## config.mk

```make
export PLATFORM = sky130hd
export DESIGN_NAME = uart_rx
export DESIGN_NICKNAME = d
export VERILOG_FILES = /design/src/rtl/uart_rx.sv
export SDC_FILE = /design/constraint.sdc
export NUM_CORES = 1
export LEC_CHECK = 0
export CAP_MARGIN = 20
export CORE_ASPECT_RATIO = 0.9
export CORE_MARGIN = 4
export CORE_UTILIZATION = 54
export DETAILED_ROUTE_END_ITERATION = 12
export PLACE_DENSITY = 0.88
export SETUP_SLACK_MARGIN = 0.2
export SKIP_CTS_REPAIR_TIMING = 1
export SLEW_MARGIN = 0
export SYNTH_ARGS = -nofsm -noshare
export SYNTH_HDL_FRONTEND = slang
export SYNTH_SLANG_ARGS = --single-unit
```

## constraint.sdc

```tcl
create_clock -name clk -period 2.52 [get_ports clk]
set_clock_uncertainty 0.2 [all_clocks]
set_input_delay 0.378 -clock clk [delete_from_list [all_inputs] [get_ports clk]]
set_output_delay 0.378 -clock clk [all_outputs]
set_load 0.005 [all_outputs]
```

## src/rtl/uart_rx.sv

```systemverilog
// uart_rx: 8N1 UART receiver with a 2-flop input synchronizer and framing-error detection
//   clk         in   system clock, rising edge
//   rst         in   asynchronous reset, active low
//   rx          in   serial line, asynchronous, idles high
//   data_out    out  last good byte, held until the next good frame
//   data_valid  out  one-cycle strobe, data_out updated
//   frame_error out  one-cycle strobe, stop bit sampled low
//   busy        out  high while a frame is in progress
module uart_rx #(
    parameter int CLOCK_FREQ = 1_843_200,
    parameter int BAUD_RATE  = 115_200
) (
    input  logic       clk,
    input  logic       rst,
    input  logic       rx,
    output logic [7:0] data_out,
    output logic       data_valid,
    output logic       frame_error,
    output logic       busy
);
    localparam int CLKS_PER_BIT = CLOCK_FREQ / BAUD_RATE;
    localparam int CW = $clog2(CLKS_PER_BIT);
    localparam logic [CW-1:0] HALF = CW'(CLKS_PER_BIT / 2 - 1);
    localparam logic [CW-1:0] FULL = CW'(CLKS_PER_BIT - 1);
    typedef enum logic [1:0] {IDLE, START, DATA, STOP} state_e;
    state_e        state_q, state_d;
    logic [CW-1:0] cnt_q, cnt_d;
    logic [2:0]    bit_q, bit_d;
    logic [7:0]    shift_q, shift_d, data_q, data_d;
    logic          valid_q, valid_d, ferr_q, ferr_d;
    logic          sync1_q, sync2_q, prev_q;
    logic [1:0]    settle_q;
    logic          fall;
    // prev_q stays low until the synchronizer has flushed its preset, so a line
    // already low at reset release is not mistaken for a start edge
    assign fall = prev_q & ~sync2_q;
    always_ff @(posedge clk or negedge rst) begin
        if (!rst) begin
            sync1_q  <= 1'b1;
            sync2_q  <= 1'b1;
            prev_q   <= 1'b0;
            settle_q <= 2'b00;
            state_q  <= IDLE;
            cnt_q    <= '0;
            bit_q    <= '0;
            shift_q  <= '0;
            data_q   <= '0;
            valid_q  <= 1'b0;
            ferr_q   <= 1'b0;
        end else begin
            sync1_q  <= rx;
            sync2_q  <= sync1_q;
            prev_q   <= sync2_q & settle_q[1];
            settle_q <= {settle_q[0], 1'b1};
            state_q  <= state_d;
            cnt_q    <= cnt_d;
            bit_q    <= bit_d;
            shift_q  <= shift_d;
            data_q   <= data_d;
            valid_q  <= valid_d;
            ferr_q   <= ferr_d;
        end
    end
    always_comb begin
        state_d = state_q;
        cnt_d   = cnt_q + 1'b1;
        bit_d   = bit_q;
        shift_d = shift_q;
        data_d  = data_q;
        valid_d = 1'b0;
        ferr_d  = 1'b0;
        unique case (state_q)
            IDLE: begin
                cnt_d   = '0;
                state_d = fall ? START : IDLE;
            end
            START: if (cnt_q == HALF) begin
                cnt_d   = '0;
                bit_d   = '0;
                state_d = sync2_q ? IDLE : DATA;
            end
            DATA: if (cnt_q == FULL) begin
                cnt_d   = '0;
                shift_d = {sync2_q, shift_q[7:1]};
                bit_d   = bit_q + 1'b1;
                state_d = (bit_q == 3'd7) ? STOP : DATA;
            end
            STOP: if (cnt_q == FULL) begin
                cnt_d   = '0;
                state_d = IDLE;
                data_d  = sync2_q ? shift_q : data_q;
                valid_d = sync2_q;
                ferr_d  = ~sync2_q;
            end
            default: state_d = IDLE;
        endcase
    end
    assign data_out    = data_q;
    assign data_valid  = valid_q;
    assign frame_error = ferr_q;
    assign busy        = (state_q != IDLE);
endmodule
```

==> metrics.md, run 1 <==
| Metric | Value |
|---|---|
| # clock sinks | 32 |
| Net Count, Synth | roughly 110 |
| RSZ-0062 raised after global routing | false |
| Sequential element share of the synthesized area | 0.5858 |
| Residual DRC count | 0 |
| Area grow syn2layout | 14.05% |
| Critical path peak fanout | 10 |
| Total Neg Setup Slack | 0 ns |
| DP Wirelength | 1582 um |
| Max stage delay on crit path | about 0.49 ns |
| GPL Wtd Cong | ~0.72 |
| Hold path startpoint | sync1_q$_DFF_PN1_ |
| Via count | around 790 |
| Clk_lat worst skew | approximately 0.32 ns |
| # rows | 17 |
| Critical path data required time | about 1.9 ns |
| Syn avg cell area | 13.44 sq um |
| Final setup viols | 0 |
| Total wire length | roughly 2300 um |
| Hold Crit Endpoint | sync2_q$_DFF_PN1_ |
| Max clock buf depth | 2 |
| Area leader, netlist | dfrtp_1 |
| Delay-heaviest family, CP | buffers and inverters |
| Status | completed |
| Max Transition Viols Final | 0 |
| GR Util All Layers | 0.1584 |
| Mapped Cells | 102 |
| Largest net degree at the start of global routing | 33 |
| IO Pins | 14 |
| WP data arrival | 1.60 ns |
| Core ar. | 0.002446 sq mm |
| Maximum vdd drop | 0.0006588 V |
| CTS tree | done |
| Post-layout min period | 2.177 ns |
| Worst r2r src | cnt_q[0]$_DFF_PN0_ |
| Antenna violations before repair | 0 |
| Clock transition at path regs | about 0.10 ns |
| Final Net Count | 123 |
| Vias in the first global route | 761 |
| Top cell type's share of synthesized area | 0.5474 |
| R2r endpoint | shift_q[4]$_DFFE_PN0P_ |
| Period utilisation layout | 0.8641 |
| Final Cell Area | 0.001564 sq mm |
| Largest cells by area after synthesis | dfrtp_1 (55%), mux2_4 (8.8%), mux2_2 (6.6%) |
| Routed WL per cell | 15.55 um |
| TritonRoute pass-1 iters | 4 |
| Max Cap Viol | 0 |
| Post-Syn Area | 0.001371 sq mm |
| YS warnings | 0 |
| Initial drt markers | 18 |
| H-tree levels | 2 |
| Worst Path Buf+Inv | 2 |
| Hold Path Class | reg2reg |
| Distinct cell type count after synthesis | 34 |
| Hold Crit Depth | 0 |
| First-pass GRT wire length | 3857 um |
| Ant diodes | 0 |
| Starting Density | 0.5606 |
| R2R cell count | 4 |
| Hold WS | 0.1641 ns |
| Share of post-route cells with drive strength above 1 | 0.2373 |
| Total CTS buffers | 5 |
| Die Y | 55.81 um |
| Number of synthesized register bits | 32 |
| Die Wd | 61.12 um |
| Area post-placement | between 0.001 and 0.0015 sq mm |
| IO Port Bufs | 13 |
| Root buf cell | clkbuf_4 |
| Critical path cell sequence | nor2_1, inv_1, clkdlybuf4s50_1 |
| Vias/cell | 5.418 |
| Slowest CP cell | dfrtp_1 |
| Fin. Hold Viols | 0 |
| Total gr overflow | 0 |
| Leakage | 0.7251 nW |
| Max Clock Freq | 459.3 MHz |
| Die ar. | 0.003411 sq mm |
| Worst setup EP type | primary output |
| FF-to-FF setup slack | approximately 0.43 ns |
| CP Launch Type | flop |
| Pwr Density | 775.8 mW/mm^2 |
| Routed Antenna Nets | 0 |
| Setup CP Type | reg2out |
-- flip-flops by register name (all words and copies together), names as in the netlist, named ones only --
signal       cells
prev_q           1
data_out         8
shift_q          8
sync1_q          1
data_valid       1
sync2_q          1
frame_error      1
settle_q         2
state_q          1
bit_q            3
cnt_q            4
-- cell families (layout without fill, tap and decap cells) --
kind of cell               after synthesis  count (layout)  share of synthesized area
and+or+nand+nor                         28              28                     0.1195
muxes                                   16              16                     0.1533
DFF                                     32              32                     0.5858
AOI/OAI and AO/OA                       11              11                    0.05292
xor gates and xnor gates                 1               1                   0.006388
other                                    1               1                   0.002735
buffers and inverters                   10              26                    0.05200
adders and majority gates                3               3                    0.02738
-- final cells by class --
type	instances	area (sq um)
multi-input cells	60	496.7
repair buffers	14	137.6
inverters	4	15.01
flip-flops and latches	32	803.3
clock buffers	6	41.29
clock inverters	2	35.03
well taps	28	35.03
fillers	178	882.1
-- Yosys cell counts (all sizes together) --
master and number:
nor3 3, buf 5, a211oi 2, dfstp 2
clkbuf 1, nor2b 2, conb 1, nand2b 1
nand3b 1, and4 1, a311oi 1, nand2 3
nand4 1, a22o 1, and2b 2, o21ai 1
and4b 1, and3 2, o22a 1, nand3 2
ha 3, a31oi 1, mux2 16, inv 4
xnor2 1, dfrtp 30, nor2 7, nand4b 1
and2 1, a21oi 4
-- layer usage --
layer | up-vias | GRT usage | wire, um
li1 | 382 | - | -
met1 | 386 | 0.2043 | 1019
met2 | 19 | 0.2236 | 1110
met3 | 4 | 0.07425 | 104
met4 | 0 | 0.07121 | 36
met5 | - | 0 | 0
-- stage by stage --
step	total power [mW]	std cells	util	setup WS, ns
floorplan	0.7976	102	-	0.7133
global placement	0.8303	138	0.6082	0.5599
detailed placement	0.8458	138	0.6082	0.4452
CTS	1.222	146	0.6394	0.3206
global route	1.285	146	0.6394	0.2275
finish	1.213	146	0.6394	0.3426
-- cell usage in the layout, fill, tap and decap left out, types with 2 or more instances in the layout --
cell,count
nor2b_1,2
mux2_2,8
nor2_1,7
mux2_4,8
inv_1,4
clkdlybuf4s50_1,13
clkbuf_4,5
a21oi_1,4
dfrtp_1,30
nand2_1,3
nor3_1,3
and2b_1,2
dfstp_2,2
nand3_1,2
ha_1,3
a211oi_1,2
-- where the power goes --
part	internal, mW	total [mW]	switching (mW)
registers	0.563	0.645	0.0822
clock network	0.208	0.379	0.171
logic	0.0991	0.189	0.0899
-- worst max-delay path by stage --
stage | start | end | slack [ns] | cells after the start
after floorplan | cnt_q[0]$_DFF_PN0_ | data_out[0]$_DFFE_PN0P_ | 0.71 | 6
after global placement | cnt_q[0]$_DFF_PN0_ | shift_q[5]$_DFFE_PN0P_ | 0.56 | 4
after detailed placement | cnt_q[0]$_DFF_PN0_ | shift_q[4]$_DFFE_PN0P_ | 0.45 | 4
after CTS | state_q[0]$_DFFE_PN0P_ | busy | 0.32 | 3
after global routing | state_q[0]$_DFFE_PN0P_ | busy | 0.23 | 3
final | state_q[0]$_DFFE_PN0P_ | busy | 0.34 | 3
No activity file was read; power rests on OpenSTA's default activity.
==> inputs of run 2 (changes only) <==
--- a/config.mk
+++ b/config.mk
@@ -5,10 +5,12 @@
 export SDC_FILE = /design/constraint.sdc
 export NUM_CORES = 1
 export LEC_CHECK = 0
+export ABC_AREA = 1
 export CAP_MARGIN = 20
 export CORE_ASPECT_RATIO = 0.9
 export CORE_MARGIN = 4
 export CORE_UTILIZATION = 54
+export CTS_CLUSTER_SIZE = 8
 export DETAILED_ROUTE_END_ITERATION = 12
 export PLACE_DENSITY = 0.88
 export SETUP_SLACK_MARGIN = 0.2
==> run 2 against run 1 <==
Total power rose by 12%; clock power fell by 14%; routed wire length fell by 1.7%; cell count rose by 26%; critical endpoint unchanged; largest cell class unchanged; design area rose by 1.1%.
==> metrics.md, run 2 <==
| Metric | Value |
|---|---|
| Total wire length | 2232 um (-1.7%) |
| Internal power | 0.9063 mW (+4.2%) |
| Clock transition at path regs | 0.08 ns (-0.02 ns) |
| Period utilisation layout | 0.8368 (-0.02725) |
| Share of post-route cells with drive strength above 1 | 0.2229 (-0.01436) |
| Area grow syn2layout | 15.96% |
| Total CTS buffers | 5 (unchanged) |
| First-pass GRT wire length | 3960 um (+2.7%) |
| Routed Antenna Nets | 0 (unchanged) |
| Gate power share | 0.260 (+0.104) |
| Initial drt markers | 51 (+33) |
| Total gr overflow | 0 (unchanged) |
| Residual DRC count | 0 (unchanged) |
| Syn avg cell area | 9.955 sq um (-26%) |
| Max Cap Viol | 0 (unchanged) |
| DP Wirelength | 1641 um (+3.7%) |
| Setup CP Type | reg2out |
| Number of synthesized register bits | 32 (unchanged) |
| Total power | 1.363 mW (+12%) |
| Die Y | 55.68 um (-0.23%) |
| R2r endpoint | data_out[0]$_DFFE_PN0P_ |
| Maximum vdd drop | 0.0005745 V (-13%) |
| Sw Pwr | 0.4564 mW (+33%) |
| Hold Crit Endpoint | settle_q[1]$_DFF_PN0_ |
| Hold WS | 0.1602 ns (-0.003873 ns) |
| Final Net Count | 162 (+32%) |
| GR Util All Layers | 0.1589 (+0.0004919) |
| Layout fillers | 182 (+2.2%) |
| Placement Setup Slack | 0.7777 ns (+0.3325 ns) |
| Net Count, Synth | 143 (+32%) |
| Hold Crit Depth | 0 (unchanged) |
| GPL Wtd Cong | 0.7424 (+2.6%) |
| Critical path data required time | 1.94 ns (about the same) |
| FF-to-FF setup slack | 0.85 ns (+0.42 ns) |
| Critical path peak fanout | 6 (-4) |
| IO Pins | 14 (unchanged) |
| Max Transition Viols Final | 0 (unchanged) |
| Status | completed |
| Final setup viols | 0 (unchanged) |
| Routed WL per cell | 12.13 um (-22%) |
| R2R cell count | 7 (+3) |
| Largest cells by area after synthesis | dfrtp_1 (55%), nand2_1 (9.6%), o21ai_2 (9.6%) |
| Final WS setup | 0.4113 ns (+0.06867 ns) |
| CP Launch Type | flop |
| WP data arrival | 1.53 ns (-0.07 ns) |
| IO Port Bufs | 13 (unchanged) |
| Vias in the first global route | 902 (+19%) |
| Hold path startpoint | settle_q[0]$_DFF_PN0_ |
| YS warnings | 0 (unchanged) |
| Distinct cell type count after synthesis | 19 (-44%) |
| TritonRoute pass-1 iters | 4 (unchanged) |
| Via count | 921 (+16%) |
| Ys flop type | dfrtp_1 |
| Layout Cells excl Fill | 184 (+26%) |
| Area leader, netlist | dfrtp_1 |
| Post-layout min period | 2.109 ns (-0.06867 ns) |
| Max clock buf depth | 2 (unchanged) |
| Top cells by count, synth | nand2_1 (35), dfrtp_1 (30), inv_1 (19) |
| Area post-placement | 0.001513 sq mm (+1.7%) |
| Sequential element share of the synthesized area | 0.5890 (+0.003224) |
| Top cell type's share of synthesized area | 0.5505 (+0.003013) |
| # clock sinks | 32 (unchanged) |
| Leakage | 0.7834 nW (+8.0%) |
| Root buf cell | clkbuf_4 |
| RSZ-0062 raised after global routing | false |
| Cells after DPL | 176 (+28%) |
| Clk_lat worst skew | 0.34 ns (+0.02 ns) |
| Die Wd | 60.98 um (-0.24%) |
| CTS tree | done |
| Final Cell Area | 0.001582 sq mm (+1.1%) |
| Vias/cell | 5.005 (-7.6%) |
| Hold Path Class | reg2reg |
| Most frequent cells in the layout | nand2_1 (35), dfrtp_1 (30), inv_1 (19) |
| Pwr Density | 861.7 mW/mm^2 (+11%) |
| Die ar. | 0.003395 sq mm (-0.47%) |
| Sequential Power Share | 0.500 (-0.032) |
| Ant diodes | 0 (unchanged) |
| Worst setup EP type | primary output |
| Antenna violations before repair | 0 (unchanged) |
| Total Neg Setup Slack | 0 ns (unchanged) |
| # rows | 16 (-1) |
| Starting Density | 0.5976 (+0.03697) |
| Max Clock Freq | 474.2 MHz (+3.3%) |
| Utilization after layout | 0.6930 (+0.05360) |
| Most common cell after layout, fill and taps aside | nand2_1 |
| Clk pwr share | 0.240 (-0.073) |
| Ys async rst share | 1.000 (unchanged) |
| Worst r2r src | cnt_q[0]$_DFF_PN0_ |
| Fin. Hold Viols | 0 (unchanged) |
| Top-count cell post-synth | nand2_1 |
| Number of flops mapped to enable cells by yosys | 0 (unchanged) |
| H-tree levels | 2 (unchanged) |
| Core ar. | 0.002282 sq mm (-6.7%) |
| Sw Share | 0.3349 (+0.05185) |
| Post-Syn Area | 0.001364 sq mm (-0.55%) |
| Mapped Cells | 137 (+34%) |
| Largest net degree at the start of global routing | 33 (unchanged) |
-- run 2: cell types whose count changed in the layout (fill, tap and decap cells not counted), sizes merged, moves of 3 or more --
cell	before	now
nand2	3	41
inv	4	20
mux2	16	0
o21ai	1	16
nand3	2	7
a21oi	4	1
-- run 2: critical path, stage by stage (launching register included) --
cell and delay (ns):
dfrtp_1 0.45, nor2_1 0.23, inv_1 0.08, clkdlybuf4s50_1 0.44
-- run 2: logic make-up (layout without fill, tap and decap cells) --
family | after synthesis | count (layout) | share of synthesized area
buffers and inverters | 22 | 42 | 0.07156
AND/OR/NAND/NOR | 61 | 61 | 0.1991
other | 1 | 1 | 0.002750
adder cells (fa/ha/maj) | 3 | 3 | 0.02753
XOR/XNOR | 1 | 1 | 0.006423
flip-flops | 32 | 32 | 0.5890
AO/OA/AOI/OAI | 17 | 17 | 0.1037
-- run 2: worst max-delay path by stage --
stage | from | end | cells past startpoint
after floorplan | cnt_q[0]$_DFF_PN0_ | shift_q[5]$_DFFE_PN0P_ | 7
after global placement | flop | busy | 3
after detailed placement | flop | busy | 3
after CTS | flop | busy | 3
after global routing | flop | busy | 3
final | flop | busy | 3
-- run 2: area by class of cell --
type | count | area (sq um) | area share
timing repair buffer | 14 | 137.6 | 0.08703
clock buffer | 8 | 68.82 | 0.04351
sequential | 32 | 803.3 | 0.5079
tap | 27 | 33.78 | 0.02136
multi-input combinational | 83 | 462.9 | 0.2927
inverter | 20 | 75.07 | 0.04747
-- run 2: power by group through the flow --
stage               Clock, mW  Combinational (mW)  Sequential [mW]
global route            0.356               0.418            0.696
global placement            0               0.328            0.682
finish                  0.327               0.355            0.681
detailed placement          0               0.357            0.691
CTS                     0.335               0.358            0.681
floorplan                   0               0.288            0.673
-- run 2: layer usage --
| layer | vias up | GRT usage | routed length [um] |
|---|---|---|---|
| li1 | 465 | - | - |
| met1 | 430 | 0.1913 | 999 |
| met2 | 19 | 0.2489 | 1075 |
| met3 | 7 | 0.04872 | 101 |
| met4 | 0 | 0.08359 | 56 |
| met5 | - | 0 | 0 |
==> inputs of run 3 (changes only) <==
--- a/config.mk
+++ b/config.mk
@@ -9,10 +9,10 @@
 export CAP_MARGIN = 20
 export CORE_ASPECT_RATIO = 0.9
 export CORE_MARGIN = 4
-export CORE_UTILIZATION = 54
+export CORE_UTILIZATION = 49
 export CTS_CLUSTER_SIZE = 8
 export DETAILED_ROUTE_END_ITERATION = 12
-export PLACE_DENSITY = 0.88
+export PLACE_DENSITY = 0.85
 export SETUP_SLACK_MARGIN = 0.2
 export SKIP_CTS_REPAIR_TIMING = 1
 export SLEW_MARGIN = 0
==> constraint.sdc (replaced) <==
create_clock -name clk -period 1.8 [get_ports clk]
set_clock_uncertainty 0.2 [all_clocks]
set_input_delay 0.27 -clock clk [delete_from_list [all_inputs] [get_ports clk]]
set_output_delay 0.27 -clock clk [all_outputs]
set_load 0.005 [all_outputs]
==> run 3 against run 2 <==
Via count is 11% higher; combinational power is 68% higher; first-iteration DRC count is 29% higher; routed wire length is 26% higher; register-to-register slack worse by 0.59 ns; largest cell class unchanged.
==> metrics.md, run 3 (synthesis gave the netlist of run 2 again) <==
| Metric | Value |
|---|---|
| Routed WL per cell | 14.46 um (+19%) |
| Hold Path Class | in2async |
| Worst setup EP type | primary output |
| Final setup viols | 0 (unchanged) |
| # rows | 17 (+1) |
| Largest net degree at the start of global routing | 17 (-48%) |
| Critical path data required time | 1.33 ns (-0.61 ns) |
| Layout Cells excl Fill | 195 (+6.0%) |
| Max clock buf depth | 2 (unchanged) |
| Clk_lat worst skew | 0.32 ns (-0.02 ns) |
| GR Util All Layers | 0.1492 (-0.009653) |
| Initial drt markers | 66 (+29%) |
| # clock sinks | 32 (unchanged) |
| Max Clock Freq | 620.9 MHz |
| FF-to-FF setup slack | 0.26 ns (-0.59 ns) |
| Most common cell after layout, fill and taps aside | nand2_1 |
| Status | completed |
| Most frequent cells in the layout | nand2_1 (33), dfrtp_1 (28), inv_1 (18) |
| Final Net Count | 172 (+6.2%) |
| Period utilisation layout | 0.8948 |
| Cells after DPL | 178 (+1.1%) |
| Total CTS buffers | 5 (unchanged) |
| Sw Pwr | 0.7018 mW (+54%) |
| GPL Wtd Cong | 0.7611 (+2.5%) |
| Critical path peak fanout | 5 (-1) |
| Post-layout min period | 1.611 ns |
| Via count | 1019 (+11%) |
| IO Port Bufs | 13 (unchanged) |
| Vias/cell | 5.226 (+4.4%) |
| Max stage delay on crit path | 0.46 ns (about the same) |
| Residual DRC count | 0 (unchanged) |
| Critical path cell sequence | nor2_4, inv_1, dlymetal6s2s_1 |
| Die ar. | 0.003693 sq mm (+8.8%) |
| IO Pins | 14 (unchanged) |
| Vias in the first global route | 990 (+9.8%) |
| Leakage | 1.042 nW (+33%) |
| Slowest CP cell | dfrtp_2 |
| CP Launch Type | flop |
| Worst r2r src | cnt_q[1]$_DFF_PN0_ |
| Multi-input logic area | 518.0 sq um (+12%) |
| Clock transition at path regs | 0.09 ns (about the same) |
| TritonRoute pass-1 iters | 4 (unchanged) |
| Max Cap Viol | 0 (unchanged) |
| Total wire length | 2820 um (+26%) |
| R2r endpoint | shift_q[2]$_DFFE_PN0P_ |
| Core ar. | 0.002552 sq mm (+12%) |
| Final WS setup | 0.1894 ns (-0.2219 ns) |
| Setup CP Type | reg2out |
| Clk pwr share | 0.210 (-0.030) |
| Utilization after layout | 0.6770 (-0.01602) |
| CTS tree | done |
| First-pass GRT wire length | 4222 um (+6.6%) |
| RSZ-0062 raised after global routing | true |
| Pwr Density | 1144 mW/mm^2 (+33%) |
| Die Wd | 63.61 um (+4.3%) |
| Die Y | 58.05 um (+4.3%) |
| Total gr overflow | 0 (unchanged) |
| H-tree levels | 2 (unchanged) |
| Starting Density | 0.5343 (-0.06327) |
| Internal power | 1.275 mW (+41%) |
| Antenna violations before repair | 0 (unchanged) |
| Fin. Hold Viols | 0 (unchanged) |
| Sequential Power Share | 0.488 (-0.012) |
| Ant diodes | 0 (unchanged) |
| Root buf cell | clkbuf_4 |
| Gate power share | 0.302 (+0.042) |
| Total Neg Setup Slack | 0 ns (unchanged) |
| Placement Setup Slack | 0.1023 ns (-0.6754 ns) |
| R2R cell count | 6 (-1) |
| Layout fillers | 183 (+0.55%) |
| Total power | 1.976 mW (+45%) |
| WP data arrival | 1.14 ns (-0.39 ns) |
| Register area | 805.8 sq um (+0.31%) |
| Maximum vdd drop | 0.0004807 V (-16%) |
| Routed Antenna Nets | 0 (unchanged) |
| Max Transition Viols Final | 0 (unchanged) |
| Area grow syn2layout | 26.70% |
| DP Wirelength | 1852 um (+13%) |
| Sw Share | 0.3551 (+0.02015) |
| Share of post-route cells with drive strength above 1 | 0.3054 (+0.08246) |
## run 3: cell types whose count changed in the layout (fill, tap and decap cells not counted), moves of 2 or more
cell | previous run | this run
clkdlybuf4s50_1 | 13 | 2
nor2_2 | 2 | 0
nand2_4 | 0 | 2
dfrtp_1 | 30 | 28
dfrtp_2 | 0 | 2
nor2_4 | 0 | 3
dlymetal6s2s_1 | 0 | 11
buf_4 | 1 | 10
nand2_1 | 35 | 33
## run 3: metal layers
layer	GRT usage	up-vias	part of all wire	routed length, um
met5	0	-	0	0
met4	0.06462	0	0.011	30
met3	0.04651	5	0.031	88
met2	0.2589	25	0.54	1536
met1	0.1710	495	0.41	1164
li1	-	494	-	-
## run 3: through the flow
stage                     hold slack, ns  area [sq um]
after floorplan                  -0.2256          1364
after global placement            0.1336          1521
after detailed placement          0.1358          1521
after CTS                        0.02009          1580
after global routing             0.04050          1728
final                            0.03046          1728
## run 3: final cells by class
class / instances / share of cell area
Tap cell: 28 / 0.02028
Multi-Input combinational cell: 84 / 0.2998
Clock buffer: 8 / 0.03403
Sequential cell: 32 / 0.4663
Inverter: 20 / 0.04489
Timing Repair Buffer: 23 / 0.1347
## run 3: power groups by stage
stage,Clock (mW),Sequential [mW],Combinational (mW)
global route,0.460,0.975,0.682
detailed placement,0,0.972,0.511
finish,0.415,0.964,0.597
floorplan,0,0.942,0.403
CTS,0.426,0.958,0.512
global placement,0,0.955,0.466
## run 3: worst max-delay path by stage
| stage | depth (start not counted) | slack, ns | end | startpoint |
|---|---|---|---|---|
| after CTS | 3 | -0.23 | busy | flop |
| final | 3 | 0.19 | busy | state_q[0]$_DFFE_PN0P_ |
| after global placement | 7 | 0.20 | data_out[0]$_DFFE_PN0P_ | cnt_q[0]$_DFF_PN0_ |
| after global routing | 3 | 0.14 | busy | state_q[0]$_DFFE_PN0P_ |
| after detailed placement | 7 | 0.10 | data_out[0]$_DFFE_PN0P_ | cnt_q[0]$_DFF_PN0_ |
| after floorplan | 7 | 0.37 | shift_q[5]$_DFFE_PN0P_ | cnt_q[0]$_DFF_PN0_ |
## run 3: critical path, delay by kind of cell (launching register included)
family	cells	cell delay, ns
DFF	1	0.46
buffers and inverters	2	0.22
and+or+nand+nor	1	0.15
